--- src/rtl/hazard_ctrl.sv ---
// hazard_ctrl: operand-forwarding select, load-use and mul/div stall control,
// and branch-redirect flush for an in-order 5-stage integer pipeline.
module hazard_ctrl #(
    parameter int REG_ID_W   = 5,
    parameter int MD_TIMEOUT = 64
) (
    input  logic                clk,
    input  logic                rst_n,
    input  logic                id_valid,
    input  logic [REG_ID_W-1:0] id_rs1,
    input  logic [REG_ID_W-1:0] id_rs2,
    input  logic                id_rs1_used,
    input  logic                id_rs2_used,
    input  logic [REG_ID_W-1:0] id_rd,
    input  logic                id_wen,
    input  logic                id_is_load,
    input  logic                id_is_md,
    input  logic                md_done,
    input  logic                ex_redirect,
    output logic [1:0]          fwd_a,
    output logic [1:0]          fwd_b,
    output logic                stall_if,
    output logic                stall_id,
    output logic                flush_id,
    output logic                bubble_ex,
    output logic [1:0]          state,
    output logic                md_err
);

    localparam int CNT_W = $clog2(MD_TIMEOUT + 1);

    typedef enum logic [1:0] {
        RUN      = 2'd0,
        LD_STALL = 2'd1,
        MD_WAIT  = 2'd2
    } state_t;

    // Shadow copy of what each downstream stage holds.
    typedef struct packed {
        logic                valid;
        logic [REG_ID_W-1:0] rd;
        logic                wen;
        logic                is_load;
        logic                is_md;
    } ent_t;

    state_t             r_state;
    ent_t               r_ex, r_mem, r_wb;
    logic [CNT_W-1:0]   r_cnt;
    logic               r_md_err;

    logic               w_redir;
    logic               w_ld_use;
    logic               w_md_busy;
    logic               w_run_ld;
    logic               w_run_md;
    logic               w_md_hold;
    logic               w_stall;
    logic               w_allow_ex;
    ent_t               w_id_ent;

    // A stage supplies a source only if it really writes a non-zero register
    // that the ID instruction really reads.
    function automatic logic f_match(ent_t e, logic [REG_ID_W-1:0] src, logic used);
        return used & e.valid & e.wen & (e.rd != '0) & (e.rd == src);
    endfunction

    // Youngest producer wins; a load in EX has no data yet so it is skipped
    // (the load-use stall covers that case).
    function automatic logic [1:0] f_fwd(ent_t ex, ent_t mem, ent_t wb, logic allow_ex,
                                         logic [REG_ID_W-1:0] src, logic used);
        if (allow_ex && f_match(ex, src, used) && !ex.is_load) return 2'b01;
        else if (f_match(mem, src, used))                       return 2'b10;
        else if (f_match(wb, src, used))                        return 2'b11;
        else                                                    return 2'b00;
    endfunction

    assign w_allow_ex = (r_state != MD_WAIT);
    assign w_redir    = (r_state == RUN) & ex_redirect;
    assign w_ld_use   = (r_state == RUN) & r_ex.is_load &
                        (f_match(r_ex, id_rs1, id_rs1_used) | f_match(r_ex, id_rs2, id_rs2_used));
    assign w_md_busy  = r_ex.valid & r_ex.is_md & ~md_done;
    // Redirect kills the ID instruction, so any hazard it had is moot.
    assign w_run_ld   = ~w_redir & w_ld_use;
    assign w_run_md   = (r_state == RUN) & ~w_redir & ~w_ld_use & w_md_busy;
    assign w_md_hold  = (r_state == MD_WAIT) & ~md_done;
    assign w_stall    = w_run_ld | w_run_md | w_md_hold;

    assign w_id_ent = '{valid:   id_valid & ~w_redir,
                        rd:      id_rd,
                        wen:     id_wen,
                        is_load: id_is_load,
                        is_md:   id_is_md};

    // Outputs are forced low while reset is held, whatever the inputs do.
    assign fwd_a     = rst_n ? f_fwd(r_ex, r_mem, r_wb, w_allow_ex, id_rs1, id_rs1_used) : 2'b00;
    assign fwd_b     = rst_n ? f_fwd(r_ex, r_mem, r_wb, w_allow_ex, id_rs2, id_rs2_used) : 2'b00;
    assign stall_if  = rst_n & w_stall;
    assign stall_id  = rst_n & w_stall;
    assign flush_id  = rst_n & w_redir;
    assign bubble_ex = rst_n & (w_redir | w_run_ld);
    assign state     = r_state;
    assign md_err    = r_md_err;

    // Control FSM together with shadow-pipeline movement and the mul/div watchdog.
    always_ff @(posedge clk or negedge rst_n) begin
        if (!rst_n) begin
            r_state  <= RUN;
            r_ex     <= '0;
            r_mem    <= '0;
            r_wb     <= '0;
            r_cnt    <= '0;
            r_md_err <= 1'b0;
        end else begin
            unique case (r_state)
                RUN: begin
                    if (w_run_ld) begin
                        r_ex    <= '0;
                        r_mem   <= r_ex;
                        r_wb    <= r_mem;
                        r_state <= LD_STALL;
                    end else if (w_run_md) begin
                        r_mem   <= '0;
                        r_wb    <= r_mem;
                        r_cnt   <= '0;
                        r_state <= MD_WAIT;
                    end else begin
                        r_ex  <= w_id_ent;
                        r_mem <= r_ex;
                        r_wb  <= r_mem;
                    end
                end
                LD_STALL: begin
                    r_ex    <= w_id_ent;
                    r_mem   <= r_ex;
                    r_wb    <= r_mem;
                    r_state <= RUN;
                end
                MD_WAIT: begin
                    if (md_done) begin
                        r_ex    <= w_id_ent;
                        r_mem   <= r_ex;
                        r_wb    <= r_mem;
                        r_state <= RUN;
                    end else begin
                        r_mem <= '0;
                        r_wb  <= r_mem;
                        if (r_cnt != CNT_W'(MD_TIMEOUT))
                            r_cnt <= r_cnt + CNT_W'(1);
                        if (r_cnt == CNT_W'(MD_TIMEOUT - 1))
                            r_md_err <= 1'b1;
                    end
                end
                default: r_state <= RUN;
            endcase
        end
    end

endmodule
--- config.mk ---
export PLATFORM = sky130hd
export DESIGN_NAME = hazard_ctrl
export DESIGN_NICKNAME = d
export VERILOG_FILES = /design/src/rtl/hazard_ctrl.sv
export SDC_FILE = /design/constraint.sdc
export NUM_CORES = 1
export LEC_CHECK = 0
export BUFFER_PORTS_ARGS = -buffer_cell sky130_fd_sc_hd__clkbuf_2
export CORE_UTILIZATION = 41
export DETAILED_ROUTE_END_ITERATION = 16
export GPL_TIMING_DRIVEN = 0
export HOLD_SLACK_MARGIN = 0.15
export PLACE_DENSITY = 0.66
export SYNTH_ARGS = -nofsm -noshare
export SYNTH_HDL_FRONTEND = slang
export SYNTH_SLANG_ARGS = --single-unit
--- constraint.sdc ---
create_clock -name clk -period 2.26 [get_ports clk]
set_clock_uncertainty 0.05 [all_clocks]
set_input_delay 0.339 -clock clk [delete_from_list [all_inputs] [get_ports clk]]
set_output_delay 0.339 -clock clk [all_outputs]
set_load 0.02 [all_outputs]
# Word level (Yosys, flattened, before mapping)
# Cells that the tools add are included.
# word_totals
out_inout_bits	11
regBits	33
inputBits	25
# classes
add_sub_neg	1
eq_ne	18
bitwise_logic	45
muxes	25
n_reduce_logical	16
# ops
op	count
9-bit two-way mux	6
9-bit case mux with 3 select lines	2
1-bit bitwise AND	38
5-bit == test	6
7-bit two-way mux	4
2-bit two-way mux	11
5-bit nonzero test	3
7-bit case mux with 2 select lines	1
2-bit inequality test, second input constant	5
7-bit by 1-bit adder with 7-bit output, second input constant	1
7-bit by 6-bit == test with 1-bit output, second input constant	1
7-bit inequality test, second input constant	1
3-bit inequality test, second input constant	2
3-bit AND reduction	2
5-bit AND reduction	1
1-bit logical AND	4
1-bit bitwise OR	4
2-bit case mux with 2 select lines	1
1-bit inverter	3
3-bit nonzero test	1
3-bit OR reduction	1
2-bit by 1-bit == test with 1-bit output, second input constant	1
2-bit == test, second input constant	1
2-bit zero test	1
other kinds (4)	4

# Logic depth before layout (Yosys ltp)
# Gate-level depths: netlist (run 1).
# logic_depth
depth_word	12
ltp_mapped	8
depth_no_buf	8

# Worst setup path after synthesis (run 1)
# Ideal clock, no wire load.
# synth_timing
path_kind	reg2out
startpoint	reg r_state[0], in the netlist state[0]
endpoint	out stall_if
path_buffers	1
slack_ps	-150
stages_incl_launch_ff	8
arrival_ps	2021
required_ps	1871
path_cell_list	dfrtp_1 inv_1 ha_1 nand2b_1 or3_1 nor2_1 o31a_1 buf_4
# synth_via
elab_chain_cells	9
# synth_lines
element	line_no	rtl
start: declaration	47	state_t r_state;
start signal: assignment	108	r_state <= RUN;
start signal: assignment	121	r_state <= LD_STALL;
start signal: assignment	126	r_state <= MD_WAIT;
2-bit zero test	79, 80, 85	
1-bit bitwise AND (on tied branches)	79, 80	
1-bit inverter or 1-bit bitwise AND (tied branches)	84, 85, 80	
1-bit bitwise AND or 1-bit inverter (tied branches)	85	assign w_run_md = (r_state == RUN) & ~w_redir & ~w_ld_use & w_md_busy;
1-bit bitwise AND (2 in a row)	85	
1-bit bitwise OR	87	assign w_stall = w_run_ld | w_run_md | w_md_hold;
1-bit bitwise OR (*)	87	
1-bit bitwise AND (*)	-	
end: declaration	22	output logic stall_if,
# Every way passes the cells marked *; elsewhere a longest branch is shown, timed or not.

# Worst setup path in the final report (run 1)
# layout_timing
startpoint	reg r_ex[7] (netlist name)
endpoint	out stall_if
# layout_via
elab_chain_cells	11
# layout_lines
element	line_no	rtl
start: declaration	48	ent_t r_ex, r_mem, r_wb;
start signal: assignment	128	r_ex <= w_id_ent;
start signal: assignment	134	r_ex <= w_id_ent;
start signal: assignment	141	r_ex <= w_id_ent;
5-bit nonzero test	65	return used & e.valid & e.wen & (e.rd != '0) & (e.rd == src);
1-bit bitwise AND (2 in a row)	65	
1-bit bitwise OR (*)	81	(f_match(r_ex, id_rs1, id_rs1_used) | f_match(r_ex, id_rs2, id_rs2_used));
1-bit bitwise AND (*)	80	assign w_ld_use = (r_state == RUN) & r_ex.is_load &
1-bit inverter	85	
1-bit bitwise AND (2 in a row)	85	
1-bit bitwise OR (*) (2 in a row)	87	
1-bit bitwise AND (*)	98	assign stall_if = rst_n & w_stall;
# Marks and branches as above.

==> impl.org, run 1 <==
** Outcome
- The flow ran to the end, but the final reports show violations.
- Failing checks :: setup timing

** Clock network
- After clock tree synthesis, the clock-pin slew on the worst setup and hold paths is 0.08 ns.
- CTS Buffer Depth :: 2
- TritonCTS clock tree :: built
- Buffers inserted during clock tree synthesis total 5.
- Clock root cell :: clkbuf_8
- Clock latency on the worst-skew pair, taken at its later pin, is 0.29 ns.
- CTS sink cnt :: 33
- In this run, post-CTS hold repair placed 0 buffers.
- H-tree depth reported by CTS :: 2

** Synth
- Number of distinct library cells after synthesis :: 50
- For this run, the number of Yosys warnings is 0.
- The synthesized netlist devotes 3.44% of its cell area to adder and majority cells.
- Net count of the mapped netlist :: 263
- The synthesized design contains 33 register bits.
- For this run, the leading register cell type out of synthesis is dfrtp_1.
- Counting flops with an async set or reset pin after synthesis yields a share of 100%.
- Netlist area before placement :: 0.00218 sq mm
- Post-synth EDFFs :: 0
- Compound-gate portion of the synthesized area :: 16.3%
- By area, the combinational part of the netlist is dominated by simple AND/OR/NAND/NOR gates.
- Synthesized area per cell :: 9.42 sq um
- Simple-gate share of the synthesized area :: 17.4%
- For this run, the register share of the synthesized area comes to 37.8%.
- Post-synthesis xor/xnor area fraction :: 12.0%
- Multiplexer area fraction after synthesis :: 7.73%
- Counting every instance in the synthesized netlist gives 232.

** Worst setup path
- At the worst endpoint, the arrival time is 2.23 ns.
- Worst Setup Path Type :: flop to output pin
- FF-to-FF setup slack :: -0.08 ns
- Highest fanout seen on the critical path :: 4
- STA classifies the critical path endpoint as an output pin.
- For the worst setup path, the data required time is 1.87 ns.
- Worst setup SP type :: flop

** GRT
- Global-route wire length before repair :: 8.94 mm
- Global routing finished with a remaining overflow of 0.
- Entering global routing, the biggest net connects 41 pins.
- All-layer global routing usage :: 21.3%
- Initial antenna violation count :: 0
- The via count of the first global-routing pass is 1859.

** Timing
- Setup repair after global routing could not meet its margin everywhere.
- Max transition margin :: 36.6%
- Worst-Margin Slew :: 0.950 ns
- Final Hold Fails :: 0
- In the post-route analysis, the smallest setup slack over all paths is -0.355 ns.
- Shortest clock period the worst path allows after layout :: 2.62 ns
- Final number of setup-violating endpoints :: 16
- Number of max-slew violations in the final report :: 0
- Timing would allow up to 382 MHz.
- On the final layout, the worst hold slack is 0.134 ns.
- In the finished design, the share of the clock period the worst path needs comes to 116%.

** Hold path
- The worst hold path belongs to the class input pin to asynchronous set/reset pin.

** Floorplanning
- The die covers 0.00562 sq mm.
- Chip Width :: 75.0 um
- Effective utilization at floorplan :: 42.8%
- Die height :: 75.0 um
- The floorplan step defined a core boundary enclosing 0.00511 sq mm.
- The initialized floorplan defines 26 standard-cell rows.
- Boundary pin count :: 36

** Detailed routing
- The final route contains 2008 vias.
- The first detailed-routing pass took 4 iterations.
- After detailed routing, the total wire length is 5.96 mm.
- # DRC :: 0
- In this run the remaining antenna-violating nets after routing total 0.
- Detailed router's first-iteration violation count :: 100
- Dividing the detail-routed wire length by the instance count gives 16.3 um.
- After detailed routing, the number of vias per cell comes to 5.50.

** Power
- Across the VDD grid, the largest voltage drop is 0.449 mV.
- Power per Cell Area :: 931 mW/mm^2
- For this design the static power due to leakage is 1.35 nW.

** Place
- Detailed placement ended at an HPWL of 3.82 mm.
- Cells after DPL :: 336
- Buffers placed on the I/O ports in this run total 34.
- Routability-driven placement finished with a final weighted congestion of 0.829.

** Final layout
- The finished layout holds 365 standard cells, fillers aside.
- Final cell utilization of the core :: 58.3%
- Fillers :: 449
- The post-route netlist has 37.3% of its cells at a drive strength greater than 1.
- The repair_antennas step left the layout with diodes totalling 0.
- From synthesis to final layout, the design area changed by 36.4%.
- In the final design database the tool counted 325 nets.

** Job
- Across the run, the number of max-cap violations was 0.
-- where the power goes --
part / internal (mW) / switching (mW)
sequential: 0.787 / 0.231
clock: 0.330 / 0.243
combinational: 0.578 / 0.604
-- final timing paths --
| check | startpoint | end | cells after the start |
|---|---|---|---|
| max | r_ex[7]$_DFFE_PN0P_ | stall_if | 8 |
| min | rst_n | r_cnt[2]$_DFFE_PN0P_ | 1 |
| max reg2reg | r_ex[7]$_DFFE_PN0P_ | r_ex[7]$_DFFE_PN0P_ | 8 |
| min reg2reg | md_err$_DFFE_PN0P_ | md_err$_DFFE_PN0P_ | 1 |
| max in group asynchronous | rst_n | r_mem[4]$_DFFE_PN0N_ | 1 |
| min in group clk | id_rd[1] | r_ex[4]$_DFFE_PN0P_ | 3 |
-- metrics by stage --
step	setup TNS (ns)	setup WS (ns)	total power, mW	instance area (sq um)
6_report	-2.58	-0.355	2.77	2980
5_1_grt	-4.56	-0.457	2.95	2980
4_1_cts	-3.66	-0.404	2.62	2760
3_5_place_dp	-2.32	-0.320	1.94	2460
3_3_place_gp	-1.71	-0.278	1.91	2460
2_1_floorplan	-0.0240	-0.0240	1.67	2200
-- flip-flops by register name (all words and copies together), names as in the netlist --
signal	count
md_err	1
r_cnt	7
r_ex	9
r_mem	7
r_wb	7
state	2
-- cell type report --
class	count	area, sq um	area share, %
multi-input cells	173	1430	48.0
clock buffers	5	68.8	2.31
flip-flops and latches	33	836	28.1
plain buffers	7	50.0	1.68
clock inverters	3	46.3	1.55
inverters	18	67.6	2.27
well taps	70	87.6	2.94
repair buffers	56	394	13.2
-- layer usage --
| metal | vias to the layer above | part of all wire (%) | track usage [%] |
|---|---|---|---|
| li1 | 970 | - | - |
| met2 | 74 | 46 | 32.4 |
| met1 | 952 | 47 | 30.4 |
| met5 | - | 0 | 0 |
| met3 | 12 | 5.6 | 4.15 |
| met4 | 0 | 1.7 | 7.34 |
-- Yosys cell counts, types with 3 or more instances --
cell / n / area share (%)
nand2_1: 22 / 3.8
a21oi_1: 5 / 1.1
a31oi_1: 4 / 1.1
a22o_1: 7 / 2.8
dfrtp_1: 33 / 38
nor4_1: 7 / 2.0
o211ai_1: 5 / 1.7
inv_1: 18 / 3.1
a221o_1: 3 / 1.4
nand4_1: 4 / 1.1
nand3_1: 8 / 1.8
mux2_2: 7 / 3.6
nor2_1: 13 / 2.2
and3_1: 4 / 1.1
nor3_1: 7 / 1.6
xnor2_1: 14 / 5.6
mux2i_1: 9 / 4.1
clkbuf_1: 4 / 0.69
ha_1: 6 / 3.4
xor2_1: 16 / 6.4
-- repair_timing --
action,CTS,global route
buffers inserted,14,9
gates resized for setup,20,47
endpoints found under the setup margin,23,31
endpoints found under the hold margin,0,0
pin swaps,11,24
cloned,0,2
-- logic make-up (layout without fill, tap and decap cells) --
kind of cell,after synthesis,in the layout
simple gates,76,76
compound gates,45,45
flops,33,33
xor+xnor,30,30
buf+inv,26,89
mux,16,16
fa+ha+maj,6,6
-- placed cells by master (no fill, tap or decap), types with 4 or more instances in the layout --
master,Yosys,final
and3_1,4,4
nand3_1,8,6
buf_6,2,8
clkbuf_2,0,29
dfrtp_1,33,25
nor2_1,13,11
xor2_1,16,16
o211ai_1,5,5
xnor2_1,14,14
nand2_1,22,21
inv_1,18,16
mux2i_1,9,9
nand4_1,4,4
a22o_1,7,7
buf_4,1,17
clkbuf_8,0,7
dfrtp_2,0,8
nor3_1,7,6
mux2_2,7,7
ha_1,6,5
-- critical path, cell delays in order (launching register included) --
cell	delay (ns)
dfrtp_1	0.44
xor2_1	0.18
nor4_2	0.34
nand3_2	0.18
a21oi_4	0.22
nor2_4	0.06
o31a_1	0.26
buf_6	0.12
buf_8	0.11
(Power assumes the default switching activity.)
==> inputs of run 2 (changes only) <==
- REMOVE_ABC_BUFFERS: not set -> 1
==> impl.org, run 2 (synthesized netlist as in run 1, its figures left out) <==
** Timing
- Once routing completed, OpenROAD measured the worst setup slack at -0.305 ns.
- Unrepaired setup endpoints after global routing :: true
- For the finished layout, the period the worst path requires is 2.56 ns.
- After layout, the worst path uses 113% of the clock period.
- Max transition margin :: 36.0%
- Number of max-slew violations in the final report :: 0
- Max frequency :: 390 MHz
- The number of hold violations in the final report is 0.
- For the pin with the worst max-slew slack, the measured transition is 0.960 ns.
- The tightest hold path in the finished design has a slack of 0.135 ns.
- Setup violations remaining at the end of the flow were counted as 19.

** Place
- The HPWL after detailed placement is 3.69 mm.
- Post-placement worst setup slack :: -0.514 ns
- Port bufs :: 35
- Routability-driven placement finished with a final weighted congestion of 0.846.

** Final layout
- Antenna Cells :: 0
- Flip-flop count of the largest register after layout :: 9
- Ranked by flip-flop count, first place goes to r_ex.
- Layout overhead on the synthesized area :: 32.8%
- Leaving out fill and tap cells, the most frequent cells in the layout are clkbuf_2 (28), dfrtp_1 (26), nand2_1 (22).
- The layout has 461 filler cells.
- Number of nets in the finished design :: 320
- Leaving out fill and tap cells, the most frequent cell in the layout is clkbuf_2.
- The post-route netlist has 35.9% of its cells at a drive strength greater than 1.

** Floorplanning
- The die is 75.0 um tall.
- Floorplan die area :: 0.00562 sq mm
- The floorplan step set the die width to 75.0 um.
- Effective utilization at floorplan :: 42.8%
- The floorplan step defined a core boundary enclosing 0.00511 sq mm.
- In this run the count of I/O pins placed on the die edge is 36.
- The floorplan has 26 rows.

** Power
- Pint :: 1.69 mW
- Summed over all cells, the static leakage comes to 1.33 nW.
- For this design the ratio of total power to cell area is 947 mW/mm^2.
- Net load switching power :: 1.06 mW
- In this run switching power makes up 38.7% of total power.
- Clk network pwr share :: 20.9%
- Part of the power in registers :: 37.3%
- Of the total power, combinational logic draws 41.9%.
- Worst voltage drop across the vdd grid :: 0.494 mV

** Clock network
- Clock-pin slew reported for the worst setup and hold paths after clock tree synthesis :: 0.08 ns
- Count of hold buffers inserted by post-cts repair :: 0
- The longest clock path from root to sink contains 2 buffers.
- H-tree depth reported by CTS :: 2
- Clock buffers created by TritonCTS :: 5
- In this run the clock root is driven by a clkbuf_8.
- For this design, the sink count on the clock tree is 33.
- Clock latency reported for the late side of the worst-skew pair :: 0.29 ns
- TritonCTS clock tree :: built

** Detailed routing
- The count of nets left with antenna violations once routing finished came out at 0.
- DRT Wirelength :: 5.87 mm
- After the first detailed-routing iteration, the DRC count stood at 118.
- For this run, design rule violations remaining after detail routing come to 0.
- Average wire per standard cell :: 16.3 um
- The routed layout has 1989 vias.
- Average via count per standard cell :: 5.53
- The first detailed-routing pass took 4 iterations.

** GRT
- Initial antenna violation count :: 0
- Entering global routing, the biggest net connects 41 pins.
- Overall overflow remaining after global route :: 0
- For this run, the total global-route usage over all layers was measured as 22.9%.
- The via count of the first global-routing pass came to 1966.
- The first global-routing pass estimated 9.55 mm of wire.

** Worst setup path
- Data arrives at the worst endpoint at 2.18 ns.
- Endpoint class of the critical path :: output pin
- Worst Setup Path Type :: flop to output pin
- STA classifies the critical path startpoint as a flop.
- Highest fanout seen on the critical path :: 5
- For the worst setup path, the data required time is 1.87 ns.

** Outcome
- Failing checks :: setup timing
- Status :: finished, violations left

** Job
- Max Cap Violations :: 0

** Hold path
- Path category of the worst min-delay check :: input pin to asynchronous set/reset pin
## run 2: cell count changes in the layout (fill, tap and decap cells not counted), sizes merged
cell	delta
clkbuf	-5
## run 2: worst paths after layout
path                       cells past startpoint  slack (ns)           startpoint                    to
max                                            8       -0.30  r_ex[5]$_DFFE_PN0P_              stall_id
min reg2reg                                    1        0.43   md_err$_DFFE_PN0P_    md_err$_DFFE_PN0P_
min in group clk                               3        0.21             id_rd[1]   r_ex[4]$_DFFE_PN0P_
min                                            1        0.13                rst_n  r_cnt[6]$_DFFE_PN0P_
max in group asynchronous                      1        1.37                rst_n   r_ex[5]$_DFFE_PN0P_
max reg2reg                                   10       -0.12  r_ex[5]$_DFFE_PN0P_   r_ex[7]$_DFFE_PN0P_
## run 2: stage by stage
stage | power [mW] | cells | TNS, ns | cell area, sq um | utilization [%]
after floorplan | 1.65 | 224 | -0.912 | 2140 | -
after global placement | 1.88 | 329 | -6.29 | 2400 | 47.0
after detailed placement | 1.91 | 329 | -6.58 | 2400 | 47.0
after CTS | 2.69 | 354 | -3.32 | 2810 | 55.0
after global routing | 2.91 | 360 | -4.59 | 2900 | 56.8
final | 2.75 | 360 | -2.45 | 2900 | 56.8
## run 2: critical path, cell delays in order, from the launching register on
cell and delay (ns):
dfrtp_2 0.44, xor2_1 0.16, nor4_2 0.31, nand3_1 0.13
buf_6 0.15, a21oi_4 0.18, nor2_4 0.04, o31a_1 0.31
clkbuf_8 0.16
## run 2: power groups by stage
stage	logic [mW]	clock network (mW)	registers [mW]
2_1_floorplan	0.665	0	0.982
3_3_place_gp	0.844	0	1.03
3_5_place_dp	0.867	0	1.04
4_1_cts	1.09	0.581	1.01
5_1_grt	1.26	0.600	1.05
6_report	1.15	0.573	1.02
## run 2: final cells by class
cell class	count	area, sq um	share of cell area, %
timing repair buffer	58	413	14.2
clock inverter	3	46.3	1.60
multi-input combinational	173	1380	47.7
inverter	18	67.6	2.33
sequential	33	835	28.8
tap	70	87.6	3.02
clock buffer	5	68.8	2.37
## run 2: metal layers
layer	GRT usage, %	vias up	share of wire, %
met5	0	-	0
met4	9.43	0	2.8
met3	4.55	19	4.4
met2	36.0	58	46
met1	30.8	961	47
li1	-	951	-
## run 2: what timing repair did
| item | 4_1_cts | 5_1_grt |
|---|---|---|
| setup buffers | 16 | 9 |
| pin swaps | 12 | 21 |
| gates cloned | 1 | 0 |
| endpoints found under the setup margin | 31 | 25 |
| resized for setup | 36 | 25 |
==> inputs of run 3 (changes only) <==
- PLACE_DENSITY: 0.66 -> not set
==> impl.org, run 3 (synthesized netlist as in run 1, its figures left out) <==
** Clock network
- Clock root cell :: clkbuf_8
- Clock buffers created by TritonCTS :: 5
- CTS Buffer Depth :: 2
- H-tree depth reported by CTS :: 2
- TritonCTS built the clock tree.
- For the worst-skew pair, the clock arrives at the later sink with an insertion delay of 0.29 ns.
- CTS sink cnt :: 33
- Clock-pin slew was measured on the worst setup and hold paths at 0.08 ns.
- Count of hold buffers inserted by post-cts repair :: 0

** GRT
- The via count of the first global-routing pass was 1934.
- The initial antenna violation count is 0.
- Largest net degree at the start of global routing :: 41
- Overall overflow remaining after global route :: 0
- For this run, the total global-route usage over all layers was measured as 23.0%.
- Global-route wire length before repair :: 9.69 mm

** Timing
- Worst-Margin Slew :: 0.941 ns
- For the finished layout, the period the worst path requires is 2.58 ns.
- The number of hold violations in the final report was 0.
- After layout, the worst path uses 114% of the clock period.
- Max transition margin :: 37.2%
- Number of max-slew violations in the final report :: 0
- Setup violations remaining at the end of the flow were counted as 19.
- Static timing analysis puts the maximum clock frequency at 388 MHz.
- Worst Setup Slack, final :: -0.318 ns
- Unrepaired setup endpoints after global routing :: true

** Final layout
- The post-route netlist has 35.3% of its cells at a drive strength greater than 1.
- The finished layout holds 362 standard cells, fillers aside.
- Number of nets in the finished design :: 322
- Most frequent standard cell in the layout excluding fill and tap cells :: clkbuf_2
- The finished cells cover 0.00291 sq mm.
- 0 antenna diodes ended up in the layout.
- Register with the most flip-flops :: r_ex
- Commonest non-fill, non-tap cells in the layout :: clkbuf_2 (31), dfrtp_1 (25), nand2_1 (22)
- Flip-flop count of the largest register after layout :: 9
- The area growth from synthesis to layout is 33.3%.

** Floorplanning
- Die height :: 75.0 um
- Floorplan die area :: 0.00562 sq mm
- For this configuration, the core starts out at a cell density of 42.8%.
- Boundary pin count :: 36
- In this run the standard cell core region covers 0.00511 sq mm.
- After floorplanning, the core was divided into 26 placement rows.
- Chip Width :: 75.0 um

** Detailed routing
- Average via count per standard cell :: 5.50
- Average wire per standard cell :: 16.2 um
- Number of optimization iterations in the first detailed-route pass :: 5
- In this run the remaining antenna-violating nets after routing total 0.
- The routed design has 5.86 mm of wire.
- For this block, the initial DRC count from the detailed router was 143.
- In the routed design, unresolved DRC markers number 0.
- For this block, the via count after detailed routing is 1992.

** Worst setup path
- Data arrives at the worst endpoint at 2.19 ns.
- Highest fanout seen on the critical path :: 5
- Worst setup SP type :: flop
- Worst-path cell chain :: xor2_1 > nor4_2 > nand3_1 > buf_6 > a21oi_4 > nor2_4 > o31a_1 > clkbuf_8
- Endpoint class of the critical path :: output pin
- In this run the critical register-to-register path is launched from r_ex[5]$_DFFE_PN0P_.
- By startpoint and endpoint, the worst setup path is classified as flop to output pin.
- Counting cells, the worst reg-to-reg path comes to 10.
- At the worst endpoint, the required time is 1.87 ns.
- The endpoint identified for the worst register-to-register timing path is r_ex[4]$_DFFE_PN0P_.
- Max incr delay on CP :: 0.44 ns
- FF-to-FF setup slack :: -0.13 ns
- The largest individual stage delay along the critical path comes from the cell dfrtp_2.

** Power
- Power per Cell Area :: 961 mW/mm^2
- Summed over all cells, the static leakage comes to 1.34 nW.
- IR analysis of the VDD net gives a maximum drop of 0.442 mV.

** Place
- After legalization and detailed placement, the total HPWL measured 3.73 mm.
- Summing all placed instances gives a cell area of 0.00240 sq mm.
- Cells after DPL :: 329
- Port buffering added 35 buffers.
- Placer's final routability congestion estimate :: 0.795

** Outcome
- The checks that failed: setup timing.
- Status :: finished, violations left

** Job
- Max-cap violations in this run came to 0.

** Hold path
- Path category of the worst min-delay check :: input pin to asynchronous set/reset pin
[run 3: where the power goes]
group / total, mW / internal, mW / leakage [nW] / switching [mW]
clock: 0.592 / 0.360 / 0.0585 / 0.232
sequential: 1.02 / 0.787 / 0.391 / 0.230
combinational: 1.19 / 0.613 / 0.892 / 0.578
total: 2.80 / 1.76 / 1.34 / 1.04
[run 3: repair_timing]
action	4_1_cts	5_1_grt
cloned	1	0
pin swaps	12	11
gates resized for setup	37	12
hold endpoints to repair	0	0
endpoints found under the setup margin	31	31
setup buffers	20	6
[run 3: critical path: cells and delay by family, from the launching register on]
kind | cells | cell delay [ns]
AO/OA/AOI/OAI | 2 | 0.49
XOR/XNOR | 1 | 0.16
flip-flops | 1 | 0.44
AND/OR/NAND/NOR | 3 | 0.51
buffers and inverters | 2 | 0.31
[run 3: layer usage]
metal  track usage (%)  vias to the layer above  wire (um)  share of wire [%]
met5                 0                        -          0                  0
met4              8.81                        0        173                3.0
met3              4.02                       15        273                4.7
met2              35.5                       66       2600                 44
met1              32.1                      958       2820                 48
li1                  -                      953          -                  -
[run 3: worst max path at each step]
stage	start	slack, ns	to	cells past startpoint
global placement	r_ex[5]$_DFFE_PN0P_	-0.50	r_ex[6]$_DFFE_PN0P_	6
global route	r_ex[5]$_DFFE_PN0P_	-0.42	stall_if	8
CTS	r_ex[7]$_DFFE_PN0P_	-0.27	stall_if	8
finish	r_ex[5]$_DFFE_PN0P_	-0.32	stall_id	8
floorplan	r_ex[3]$_DFFE_PN0P_	-0.08	r_ex[0]$_DFFE_PN0P_	6
detailed placement	r_ex[5]$_DFFE_PN0P_	-0.55	r_ex[1]$_DFFE_PN0P_	6
[run 3: per-stage QoR]
stage | hold WS [ns] | util [%] | total power, mW | worst slack, ns | TNS (ns)
6_report | 0.138 | 57.0 | 2.80 | -0.318 | -2.38
5_1_grt | 0.213 | 57.0 | 2.97 | -0.424 | -5.36
4_1_cts | 0.171 | 55.4 | 2.73 | -0.273 | -2.09
3_5_place_dp | 0.409 | 47.0 | 1.90 | -0.546 | -7.49
3_3_place_gp | 0.407 | 47.0 | 1.89 | -0.504 | -6.62
2_1_floorplan | -0.00659 | - | 1.65 | -0.0831 | -0.912
[run 3: area by class of cell]
cell class,instances,area (sq um)
clock buffer,7,86.3
clock inverter,1,30.0
fill,460,2190
inverter,18,67.6
multi-input combinational,173,1360
sequential,33,836
tap,70,87.6
timing repair buffer,60,442
